$ cat src/rtl/xm_stage_latch.sv
// Execute->memory pipeline latch sitting directly after the ALU.
// Captures the ALU result with its instruction context, resolves bne/blt and
// rewrites overflowing add/addi/sub into a write of an exception code to the
// status register. Single entry with valid/ready handshakes on both sides.
// Optional feature: define XM_PERF_CNT_EN to add retired/exception counters.
module xm_stage_latch #(
   parameter int unsigned W        = 32,
   parameter int unsigned RSTATUS  = 30,
   parameter int unsigned EXC_ADD  = 1,
   parameter int unsigned EXC_ADDI = 2,
   parameter int unsigned EXC_SUB  = 3
) (
   input  logic         clock,
   input  logic         reset,
   input  logic         flush,
   input  logic         x_valid,
   output logic         x_ready,
   input  logic [2:0]   x_cls,
   input  logic [W-1:0] x_pc,
   input  logic [W-1:0] x_imm,
   input  logic [4:0]   x_rd,
   input  logic [W-1:0] alu_result,
   input  logic         alu_ovf,
   input  logic         alu_ne,
   input  logic         alu_lt,
   output logic         m_valid,
   input  logic         m_ready,
   output logic [W-1:0] m_result,
   output logic [4:0]   m_rd,
   output logic         m_we,
   output logic         m_exc,
   output logic         br_taken,
   output logic [W-1:0] br_target
`ifdef XM_PERF_CNT_EN
   ,
   output logic [31:0]  perf_retired,
   output logic [31:0]  perf_exc
`endif
);

   // Instruction classes presented by the execute stage.
   localparam logic [2:0] ClsAdd  = 3'd0;
   localparam logic [2:0] ClsAddi = 3'd1;
   localparam logic [2:0] ClsSub  = 3'd2;
   localparam logic [2:0] ClsAlu  = 3'd3;
   localparam logic [2:0] ClsBne  = 3'd4;
   localparam logic [2:0] ClsBlt  = 3'd5;

   localparam logic [W-1:0] ExcAddCode  = W'(EXC_ADD);
   localparam logic [W-1:0] ExcAddiCode = W'(EXC_ADDI);
   localparam logic [W-1:0] ExcSubCode  = W'(EXC_SUB);
   localparam logic [4:0]   RstatusReg  = 5'(RSTATUS);

   logic         valid_q;
   logic [W-1:0] result_q;
   logic [4:0]   rd_q;
   logic         we_q;
   logic         exc_q;
   logic         taken_q;
   logic [W-1:0] target_q;

   logic         accept;
   logic         pop;
   logic [W-1:0] result_d;
   logic [4:0]   rd_d;
   logic         we_d;
   logic         exc_d;
   logic         taken_d;
   logic [W-1:0] target_d;

   // Handshake: ready whenever the slot is empty or being drained this cycle.
   always_comb begin
      x_ready = !valid_q || m_ready;
      accept  = x_valid && x_ready;
      pop     = valid_q && m_ready;
   end

   // Decode the incoming instruction into the values it will present downstream.
   always_comb begin
      result_d = alu_result;
      rd_d     = x_rd;
      we_d     = 1'b0;
      exc_d    = 1'b0;
      taken_d  = 1'b0;
      target_d = x_pc + W'(1) + x_imm;
      unique case (x_cls)
         ClsAdd, ClsAddi, ClsSub, ClsAlu: we_d = (x_rd != 5'd0);
         ClsBne:                          taken_d = alu_ne;
         ClsBlt:                          taken_d = alu_lt && alu_ne;
         default:                         we_d = 1'b0;
      endcase
      // Only the arithmetic classes trap on overflow; others ignore alu_ovf.
      if (alu_ovf && (x_cls == ClsAdd || x_cls == ClsAddi || x_cls == ClsSub)) begin
         exc_d = 1'b1;
         we_d  = 1'b1;
         rd_d  = RstatusReg;
         unique case (x_cls)
            ClsAdd:  result_d = ExcAddCode;
            ClsAddi: result_d = ExcAddiCode;
            default: result_d = ExcSubCode;
         endcase
      end
   end

   // Pipeline register: reset > flush > accept > pop/hold.
   always_ff @(posedge clock) begin
      if (reset) begin
         valid_q  <= 1'b0;
         result_q <= '0;
         rd_q     <= '0;
         we_q     <= 1'b0;
         exc_q    <= 1'b0;
         taken_q  <= 1'b0;
         target_q <= '0;
      end else if (flush) begin
         valid_q <= 1'b0;
         taken_q <= 1'b0;
      end else if (accept) begin
         valid_q  <= 1'b1;
         result_q <= result_d;
         rd_q     <= rd_d;
         we_q     <= we_d;
         exc_q    <= exc_d;
         taken_q  <= taken_d;
         target_q <= target_d;
      end else begin
         // Payload fields keep their last values after a pop.
         valid_q <= valid_q && !m_ready;
         taken_q <= 1'b0;
      end
   end

   // Drive the memory-side outputs straight from the register.
   always_comb begin
      m_valid   = valid_q;
      m_result  = result_q;
      m_rd      = rd_q;
      m_we      = we_q;
      m_exc     = exc_q;
      br_taken  = taken_q;
      br_target = target_q;
   end

`ifdef XM_PERF_CNT_EN
   logic [31:0] retired_q;
   logic [31:0] exc_cnt_q;

   // Count every instruction leaving the latch and those that carried an exception.
   always_ff @(posedge clock) begin
      if (reset) begin
         retired_q <= '0;
         exc_cnt_q <= '0;
      end else if (pop) begin
         retired_q <= retired_q + 32'd1;
         if (exc_q) begin
            exc_cnt_q <= exc_cnt_q + 32'd1;
         end
      end
   end

   // Counter outputs.
   always_comb begin
      perf_retired = retired_q;
      perf_exc     = exc_cnt_q;
   end
`else
   logic unused_pop;

   // Pop only feeds the optional counters.
   always_comb begin
      unused_pop = pop;
   end
`endif

endmodule

$ cat config.mk
export PLATFORM = sky130hd
export DESIGN_NAME = xm_stage_latch
export DESIGN_NICKNAME = d
export VERILOG_FILES = /design/src/rtl/xm_stage_latch.sv
export SDC_FILE = /design/constraint.sdc
export NUM_CORES = 1
export LEC_CHECK = 0
export ABC_AREA = 1
export CAP_MARGIN = 30
export CORE_ASPECT_RATIO = 1.5
export CORE_MARGIN = 8
export CORE_UTILIZATION = 30
export DETAILED_ROUTE_END_ITERATION = 6
export GPL_TIMING_DRIVEN = 1
export HOLD_SLACK_MARGIN = 0.08
export PLACE_DENSITY = 0.55
export SLEW_MARGIN = 15
export SYNTH_ARGS = -nofsm -noshare
export SYNTH_HDL_FRONTEND = slang
export SYNTH_SLANG_ARGS = --single-unit
export TNS_END_PERCENT = 50
$ cat constraint.sdc
create_clock -name clock -period 2.5 [get_ports clock]
set_input_delay 0.375 -clock clock [delete_from_list [all_inputs] [get_ports clock]]
set_output_delay 0.375 -clock clock [all_outputs]
set_load 0.02 [all_outputs]
==> flow_summary_export.csv, run 1 <==
group,metric,value,unit
run_status,status,"finished clean",
yosys,async_flop_share,0,
placement,dp.cells,1221,
setup_path,crit_fanout,4,
routing,first_pass_iters,4,
sta,fmaxAchievable,0.475,GHz
sta,fin_crit,2110,ps
yosys,synth_top_area_share,0.288,
clock_network,cts_made_buffers,9,
sta,hold_violations,0,
sta,finClkSkew,5.16,ps
finish,finalNetCount,1166,
setup_path,ff2ff_setup_slack,990,ps
setup_path,crit_family,"simple AND/OR/NAND/NOR gates",
pwr,p_int,2.60,mW
sta,setup_ws,393,ps
finish,final_cells,1237,
pwr,combPwrFrac,0.317,
pwr,p_leak,3.80,nW
sta,grt_setup_unrepaired,"no",
placement,dp_hpwl,14.5,mm
clock_network,cts-resized-gates,0,
flow_run,drv_cap,0,
floorplan,dieArea,21400,µm²
grt,grt_overflow_total,0,
pwr,ir_drop,0.543,mV
floorplan,core,16700,µm²
floorplan,initial_core_util,0.304,
floorplan,io_pins,186,
sta,min_period_over_period,0.843,
placement,gp_congestion,0.883,
routing,vias,5495,
placement,port_buffers,185,
setup_path,cp.buffers_inverters,1,
floorplan,num_rows,58,
finish,final_area,7510,µm²
routing,via_per_inst,4.44,
pwr,pwr-share-seq,0.335,
finish,fillCellCount,1801,
grt,grt_pass1_vias,5432,
grt,grt_pass1_wl,27.9,mm
pwr,power,3.80,mW
finish,drive_gt1_frac,0.0555,
setup_path,rr_worst_depth,6,
hold_path,hold_start,"m_result[8]$_SDFFE_PP0P_",
grt,grt_max_degree,48,
finish,diodes,0,
setup_path,cp-start-kind,"primary input",
clock_network,clkTransAtPathRegs,60,ps
clock_network,cts_hold_buf,0,
setup_path,crit_top_cell,"nand2_1",
finish,final_core_util,0.450,
clock_network,insertion_delay,330,ps
yosys,ys_seq_area_frac,0.288,
clock_network,ctsLongestPathBuffers,2,
yosys,yosysWarnings,0,
setup_path,crit_type,"in2reg",
sta,tns,0,ps
setup_path,worstPathRequired,2730,ps
sta,whs,461,ps
sta,setup_viol,0,
hold_path,worst_hold_path.endpoint,"m_result[8]$_SDFFE_PP0P_",
routing,wl_per_cell,14.2,µm
yosys,synth.avg_cell_area,6.08,µm²
yosys,synth_edf_count,0,
pwr,switching_share,0.315,
sta,slew_headroom,0.668,
hold_path,hold_class,"reg2reg",
clock_network,tritoncts,"built",
grt,grt_use_total,0.163,
setup_path,reg2reg_to,"m_result[1]$_SDFFE_PP0P_",
setup_path,path_cells,"clkdlybuf4s50_1 -> ha_1 -> nand2_1 -> nor2_1 -> nand2_1 -> nor3_2 -> nand2_1 -> nand3_1 -> nand2_1 -> nor2_1 -> nor2_1",
yosys,synth_cells,835,
setup_path,timing.rr.start,"m_valid$_SDFF_PP0_",
setup_path,cpMaxStageDelayCell,"clkdlybuf4s50_1",
yosys,netlist_area,5080,µm²
grt,grt_antenna_before_repair,0,
floorplan,die_width,122,µm
placement,dp_slack,66.9,ps
yosys,yosys-top-cells-count,"279 x nand2_1, 148 x inv_1, 94 x nor2_1",
routing,drt-initial-drc-count,310,
sta,slew_violations,0,
yosys,synth.largest_area_cell,"dfxtp_1",
yosys,synthFlopType,"dfxtp_1",
yosys,ys_seq_elements,73,
routing,wl,17.6,mm
placement,place_area,7200,µm²
routing,postRouteAntennaNets,0,
pwr,share_clk_of_total_power,0.348,
setup_path,worst_ep_arrival_time,2330,ps
clock_network,cts_sinks,73,
setup_path,critPathMaxStageDelay,400,ps
routing,drc_errors,0,
yosys,ys_types,37,
clock_network,cts_root_buf,"clkbuf_16",
clock_network,cts-htree-levels,3,
yosys,synth.area.top_cells,"dfxtp_1 29%, nand2_1 21%, inv_1 11%",
yosys,synth_nets,979,
hold_path,hold_depth,2,
clock_network,postCtsSetupRepairBufs,0,
pwr,switching_power,1.20,mW
floorplan,die_h,175,µm
setup_path,setup.worst_path.end_class,"register",
finish,area_growth,47.8,%
pwr,p_per_area,506,nW/µm²
sta,tightest_slew,498,ps
yosys,yosysMostFrequentCell,"nand2_1",
-- sequential cells by signal, indices dropped and copies added, names as in the netlist --
register	flops
br_taken	1
br_target	32
m_exc	1
m_rd	5
m_result	32
m_valid	1
m_we	1
-- cells by family (layout without fill, tap and decap cells) --
kind of cell	count (synthesis)	count (layout)	share of synthesized area
AO/OA/AOI/OAI	95	95	0.109
XOR/XNOR	15	15	0.0259
adder cells (fa/ha/maj)	32	32	0.0803
buffers and inverters	170	362	0.130
flip-flops	73	73	0.288
AND/OR/NAND/NOR	450	450	0.367
-- final cells by class --
cell class | count | area [µm²] | share of cell area
inverter | 150 | 563 | 0.0750
sequential | 73 | 1460 | 0.195
tap | 210 | 263 | 0.0350
multi-input combinational | 592 | 2960 | 0.394
timing repair buffer | 196 | 1950 | 0.260
clock buffer | 12 | 256 | 0.0342
clock inverter | 4 | 51.3 | 0.00683
-- routing by layer --
| layer | wire [µm] | share of wire | global-route usage | vias up |
|---|---|---|---|---|
| met2 | 8790 | 0.50 | 0.289 | 151 |
| li1 | - | - | - | 2940 |
| met3 | 976 | 0.055 | 0.0228 | 18 |
| met4 | 416 | 0.024 | 0.0663 | 0 |
| met5 | 0 | 0 | 0 | - |
| met1 | 7420 | 0.42 | 0.189 | 2386 |
-- cells in the final DEF (no fill, tap or decap), types with 2 or more instances in the layout --
cell	instances
a21oi_1	42
a22oi_1	17
and2_1	2
buf_12	2
buf_4	9
clkbuf_16	9
clkbuf_8	2
clkdlybuf4s50_1	184
dfxtp_1	73
ha_1	31
inv_1	148
inv_2	2
nand2_1	279
nand2_2	12
nand2_4	2
nand3_1	39
nand3_2	3
nand4_1	3
nor2_1	94
nor2_2	4
nor2_4	2
nor3_1	7
o21ai_0	23
o21ai_1	2
o21bai_1	3
xnor2_1	3
xor2_1	12
-- worst reg2reg max path, cell delays in order (launching register included) --
cell and delay (ps):
dfxtp_1 340, nand2_1 90, nand3_2 190, buf_4 440, nor3_1 130, a21oi_1 130
a21oi_1 70
-- power groups by stage --
stage	clock network [mW]	registers [mW]	logic, mW
2_1_floorplan	0	1.39	0.587
4_1_cts	1.36	1.27	1.22
5_1_grt	1.40	1.28	1.34
6_report	1.32	1.27	1.20
3_3_place_gp	0	1.30	1.22
3_5_place_dp	0	1.30	1.21
-- how the worst max path moves through the flow --
| stage | depth (start not counted) | start | end | slack, ps |
|---|---|---|---|---|
| after floorplan | 14 | x_pc[0] | br_target[20]$_SDFFE_PP0P_ | 650 |
| after global placement | 11 | x_pc[17] | br_target[27]$_SDFFE_PP0P_ | 70 |
| after detailed placement | 11 | x_imm[17] | br_target[27]$_SDFFE_PP0P_ | 70 |
| after CTS | 11 | x_pc[18] | br_target[27]$_SDFFE_PP0P_ | 420 |
| after global routing | 15 | x_pc[0] | br_target[28]$_SDFFE_PP0P_ | 230 |
| final | 11 | x_pc[17] | br_target[27]$_SDFFE_PP0P_ | 390 |
(Power assumes the default switching activity.)
==> run 2, diff against run 1 <==
- clock period: 2.5 -> 2 ns (I/O delays scaled with it)
==> run 2 against run 1 <==
Final cell count up 3.8%. Highest routed layer unchanged. Global-route usage is 0.081 points lower. Critical path depth grew 5. Critical path type unchanged.
==> flow_summary_export.csv, run 2 (synthesis results as in run 1) <==
group,metric,value,unit
run_status,status,"finished clean",
clock_network,cts_sinks,73,
finish,mostFrequentLayoutCells,"275 x nand2_1, 184 x clkdlybuf4s50_1, 147 x inv_1, 92 x nor2_1, 73 x dfxtp_1",
floorplan,die_h,175,µm
grt,grt_pass1_vias,5578,
pwr,ir_drop,0.456,mV
placement,gp_congestion,0.904,
finish,finalNetCount,1213,
floorplan,num_rows,58,
sta,min_period_over_period,0.947,
grt,grt_use_total,0.162,
hold_path,worst_hold_path.endpoint,"m_result[12]$_SDFFE_PP0P_",
setup_path,worstPathRequired,2230,ps
sta,slew_headroom,0.650,
flow_run,drv_cap,0,
sta,fin_crit,1890,ps
placement,dp.cells,1268,
grt,grt_overflow_total,0,
grt,grt_pass1_wl,27.8,mm
hold_path,hold_depth,2,
routing,drt-initial-drc-count,232,
routing,via_per_inst,4.34,
clock_network,insertion_delay,330,ps
hold_path,hold_class,"reg2reg",
placement,dp_hpwl,14.7,mm
hold_path,hold_start,"m_result[12]$_SDFFE_PP0P_",
clock_network,cts_root_buf,"clkbuf_16",
floorplan,die_width,122,µm
finish,final_common_cell,"nand2_1",
setup_path,ff2ff_setup_slack,650,ps
routing,wl,17.7,mm
setup_path,reg2reg_to,"m_result[20]$_SDFFE_PP0P_",
sta,tightest_slew,526,ps
pwr,p_leak,4.07,nW
grt,grt_max_degree,48,
clock_network,ctsLongestPathBuffers,2,
clock_network,cts_made_buffers,9,
setup_path,crit_fanout,3,
finish,diodes,0,
sta,fmaxAchievable,0.528,GHz
routing,drc_errors,0,
clock_network,postCtsSetupRepairBufs,0,
finish,drive_gt1_frac,0.123,
clock_network,tritoncts,"built",
setup_path,rr_worst_depth,7,
pwr,p_per_area,626,nW/µm²
finish,fillCellCount,1772,
routing,vias,5576,
floorplan,core,16700,µm²
setup_path,timing.rr.start,"m_valid$_SDFF_PP0_",
setup_path,setup.worst_path.end_class,"register",
placement,port_buffers,185,
sta,tns,0,ps
finish,area_growth,59.3,%
floorplan,initial_core_util,0.304,
floorplan,io_pins,186,
floorplan,dieArea,21400,µm²
routing,wl_per_cell,13.8,µm
sta,slew_violations,0,
clock_network,cts_hold_buf,0,
sta,hold_violations,0,
setup_path,worst_ep_arrival_time,2120,ps
sta,finClkSkew,3.13,ps
clock_network,cts-htree-levels,3,
sta,setup_viol,0,
setup_path,cp-start-kind,"primary input",
finish,final_cells,1284,
routing,first_pass_iters,4,
clock_network,clkTransAtPathRegs,60,ps
routing,postRouteAntennaNets,0,
grt,grt_antenna_before_repair,0,
setup_path,crit_type,"in2reg",
## run 2: cell count changes in the layout (fill, tap and decap cells not counted), sizes merged
cell / delta
bufinv: +1
clkinvlp: -1
buf: +47
## run 2: through the flow
step / total power, mW / hold slack (ps) / util / setup WS [ps] / instance area [µm²]
2_1_floorplan: 2.47 / 379 / - / 222 / 5080
3_3_place_gp: 3.26 / 451 / 0.454 / -288 / 7580
3_5_place_dp: 3.27 / 455 / 0.454 / -309 / 7580
4_1_cts: 5.10 / 464 / 0.474 / 31.9 / 7920
5_1_grt: 5.38 / 474 / 0.485 / -17.9 / 8090
6_report: 5.07 / 461 / 0.485 / 107 / 8090
## run 2: final cells by class
class / count / area, µm² / share of cell area
multi-input cells: 592 / 3130 / 0.387
repair buffers: 243 / 2330 / 0.288
flip-flops and latches: 73 / 1460 / 0.181
inverters: 150 / 563 / 0.0696
clock buffers: 12 / 267 / 0.0329
well taps: 210 / 263 / 0.0325
clock inverters: 4 / 73.8 / 0.00912
## run 2: report_power, final
| group | internal (mW) | switching (mW) | total [mW] |
|---|---|---|---|
| Sequential | 1.55 | 0.0449 | 1.59 |
| Combinational | 0.811 | 0.875 | 1.69 |
| Clock | 1.19 | 0.595 | 1.79 |
| Total | 3.55 | 1.52 | 5.07 |
## run 2: worst max path at each step
stage | depth (start not counted) | start | slack (ps) | end
3_3_place_gp | 15 | x_pc[0] | -290 | br_target[28]$_SDFFE_PP0P_
4_1_cts | 15 | x_pc[0] | 30 | br_target[28]$_SDFFE_PP0P_
5_1_grt | 15 | x_pc[10] | -20 | br_target[17]$_SDFFE_PP0P_
3_5_place_dp | 15 | x_pc[0] | -310 | br_target[20]$_SDFFE_PP0P_
2_1_floorplan | 14 | x_pc[0] | 220 | br_target[20]$_SDFFE_PP0P_
6_report | 16 | x_pc[0] | 110 | br_target[22]$_SDFFE_PP0P_
## run 2: layer usage
metal,up-vias,GRT usage,part of all wire
li1,3037,-,-
met1,2391,0.186,0.43
met2,131,0.290,0.50
met3,17,0.0254,0.046
met4,0,0.0602,0.026
met5,-,0,0
## run 2: worst max-delay path, stage by stage
cell,delay [ps]
clkdlybuf4s50_1,400
inv_1,60
ha_2,170
inv_2,50
fa_2,340
buf_4,150
nand2_1,70
nand3_2,80
nand2_2,90
nand2_4,70
nand2_1,90
nand2_1,50
nand2_1,50
nand3_1,60
nand2_1,60
inv_1,30
## run 2: what timing repair did
item,in CTS,in global routing
endpoints found under the hold margin,0,0
endpoints found under the setup margin,0,25
resized for setup,0,29
==> run 3, diff against run 2 <==
- PLACE_DENSITY: 0.55 -> not set
- PLACE_DENSITY_LB_ADDON: not set -> 0.3
==> run 3 against run 2 <==
Worst hold slack worse by 13 ps. Sequential cell count unchanged. Combinational power about the same. Die area unchanged. Critical endpoint is now br_target[27]$_SDFFE_PP0P_.
==> flow_summary_export.csv, run 3 (synthesis results as in run 1) <==
group,metric,value,unit
setup_path,worst_ep_arrival_time,2100,ps
clock_network,cts-htree-levels,3,
hold_path,hold_depth,4,
finish,final_common_cell,"nand2_1",
finish,fillCellCount,1756,
clock_network,insertion_delay,330,ps
sta,hold_violations,0,
setup_path,crit_family,"simple AND/OR/NAND/NOR gates",
placement,port_buffers,185,
flow_run,drv_cap,0,
hold_path,hold_class,"in2reg",
routing,postRouteAntennaNets,0,
grt,grt_max_degree,48,
setup_path,crit_top_cell,"nand2_1",
sta,finClkSkew,3.94,ps
grt,grt_use_total,0.165,
setup_path,crit_type,"in2reg",
sta,grt_setup_unrepaired,"yes",
routing,vias,5686,
sta,fmaxAchievable,0.532,GHz
finish,mostFrequentLayoutCells,"272 x nand2_1, 184 x clkdlybuf4s50_1, 147 x inv_1, 92 x nor2_1, 73 x dfxtp_1",
routing,drt-initial-drc-count,215,
clock_network,cts_made_buffers,9,
grt,grt_overflow_total,0,
sta,tns,0,ps
grt,grt_antenna_before_repair,0,
grt,grt_pass1_vias,5645,
clock_network,ctsLongestPathBuffers,2,
sta,min_period_over_period,0.939,
floorplan,initial_core_util,0.304,
sta,fin_crit,1880,ps
finish,diodes,0,
routing,wl,17.7,mm
floorplan,die_h,175,µm
routing,wl_per_cell,13.8,µm
sta,whs,448,ps
setup_path,worstPathRequired,2220,ps
finish,area_growth,57.5,%
setup_path,cpMaxStageDelayCell,"clkdlybuf4s50_1",
clock_network,tritoncts,"built",
pwr,p_leak,4.03,nW
pwr,ir_drop,0.516,mV
setup_path,path_cells,"clkdlybuf4s50_1 -> ha_1 -> nand2_1 -> nor2_1 -> nand2_1 -> nor3_2 -> nand2_1 -> nand3_1 -> nand2_1 -> nor2_1 -> nor2_1",
floorplan,io_pins,186,
setup_path,crit_fanout,4,
floorplan,dieArea,21400,µm²
clock_network,cts_hold_buf,0,
floorplan,die_width,122,µm
sta,tightest_slew,519,ps
sta,slew_headroom,0.654,
routing,via_per_inst,4.44,
grt,grt_pass1_wl,28.3,mm
routing,first_pass_iters,4,
sta,setup_viol,0,
clock_network,cts_sinks,73,
setup_path,critPathMaxStageDelay,400,ps
finish,finalNetCount,1211,
pwr,power,4.88,mW
placement,dp_hpwl,14.6,mm
routing,drc_errors,0,
setup_path,setup.worst_path.end_class,"register",
clock_network,clkTransAtPathRegs,60,ps
setup_path,rr_worst_depth,6,
placement,gp_congestion,0.895,
finish,drive_gt1_frac,0.121,
floorplan,core,16700,µm²
clock_network,postCtsSetupRepairBufs,0,
setup_path,cp.buffers_inverters,1,
pwr,p_per_area,609,nW/µm²
setup_path,cp-start-kind,"primary input",
clock_network,cts_root_buf,"clkbuf_16",
setup_path,path_depth,11,
sta,slew_violations,0,
floorplan,num_rows,58,
run_status,status,"finished clean",
-- run 3: cell type report --
| class | instances | area (µm²) | area share |
|---|---|---|---|
| multi-input cells | 592 | 3110 | 0.389 |
| clock buffers | 11 | 243 | 0.0303 |
| clock inverters | 5 | 55.1 | 0.00688 |
| repair buffers | 241 | 2300 | 0.288 |
| inverters | 150 | 563 | 0.0704 |
| flip-flops and latches | 73 | 1460 | 0.183 |
| well taps | 210 | 263 | 0.0328 |
-- run 3: metal layers --
layer,track usage,wire [µm]
met5,0,0
met2,0.293,8860
met1,0.191,7470
met3,0.0264,920
met4,0.0602,448
-- run 3: final timing paths --
check                                              start                         end  slack, ps
worst max-delay path                            x_pc[18]  br_target[27]$_SDFFE_PP0P_        120
worst min-delay path                               reset    m_result[0]$_SDFFE_PP0P_        450
worst max register to register        m_valid$_SDFF_PP0_    m_result[1]$_SDFFE_PP0P_        570
worst min register to register  m_result[4]$_SDFFE_PP0P_    m_result[4]$_SDFFE_PP0P_        460
-- run 3: what timing repair did --
| item | 4_1_cts | 5_1_grt |
|---|---|---|
| gates resized for setup | 0 | 33 |
| setup endpoints to repair | 0 | 22 |
| hold endpoints to repair | 0 | 0 |
-- run 3: power by group --
part	internal, mW	switching [mW]	total (mW)	leakage (nW)
clock	0.995	0.607	1.60	0.142
combinational	0.803	0.875	1.68	3.29
sequential	1.55	0.0478	1.59	0.599
-- run 3: worst min-delay path: cells and delay by family --
family	cells	cell delay [ps]
buffers and inverters	2	260
AO/OA/AOI/OAI	2	180
-- run 3: metrics by stage --
| stage | util | setup slack [ps] | std cells | instance area [µm²] |
|---|---|---|---|---|
| after floorplan | - | 222 | 835 | 5080 |
| after global placement | 0.452 | -287 | 1266 | 7550 |
| after detailed placement | 0.452 | -315 | 1266 | 7550 |
| after CTS | 0.470 | 29.9 | 1282 | 7850 |
| after global routing | 0.479 | -32.7 | 1282 | 8000 |
| final | 0.479 | 122 | 1282 | 8000 |
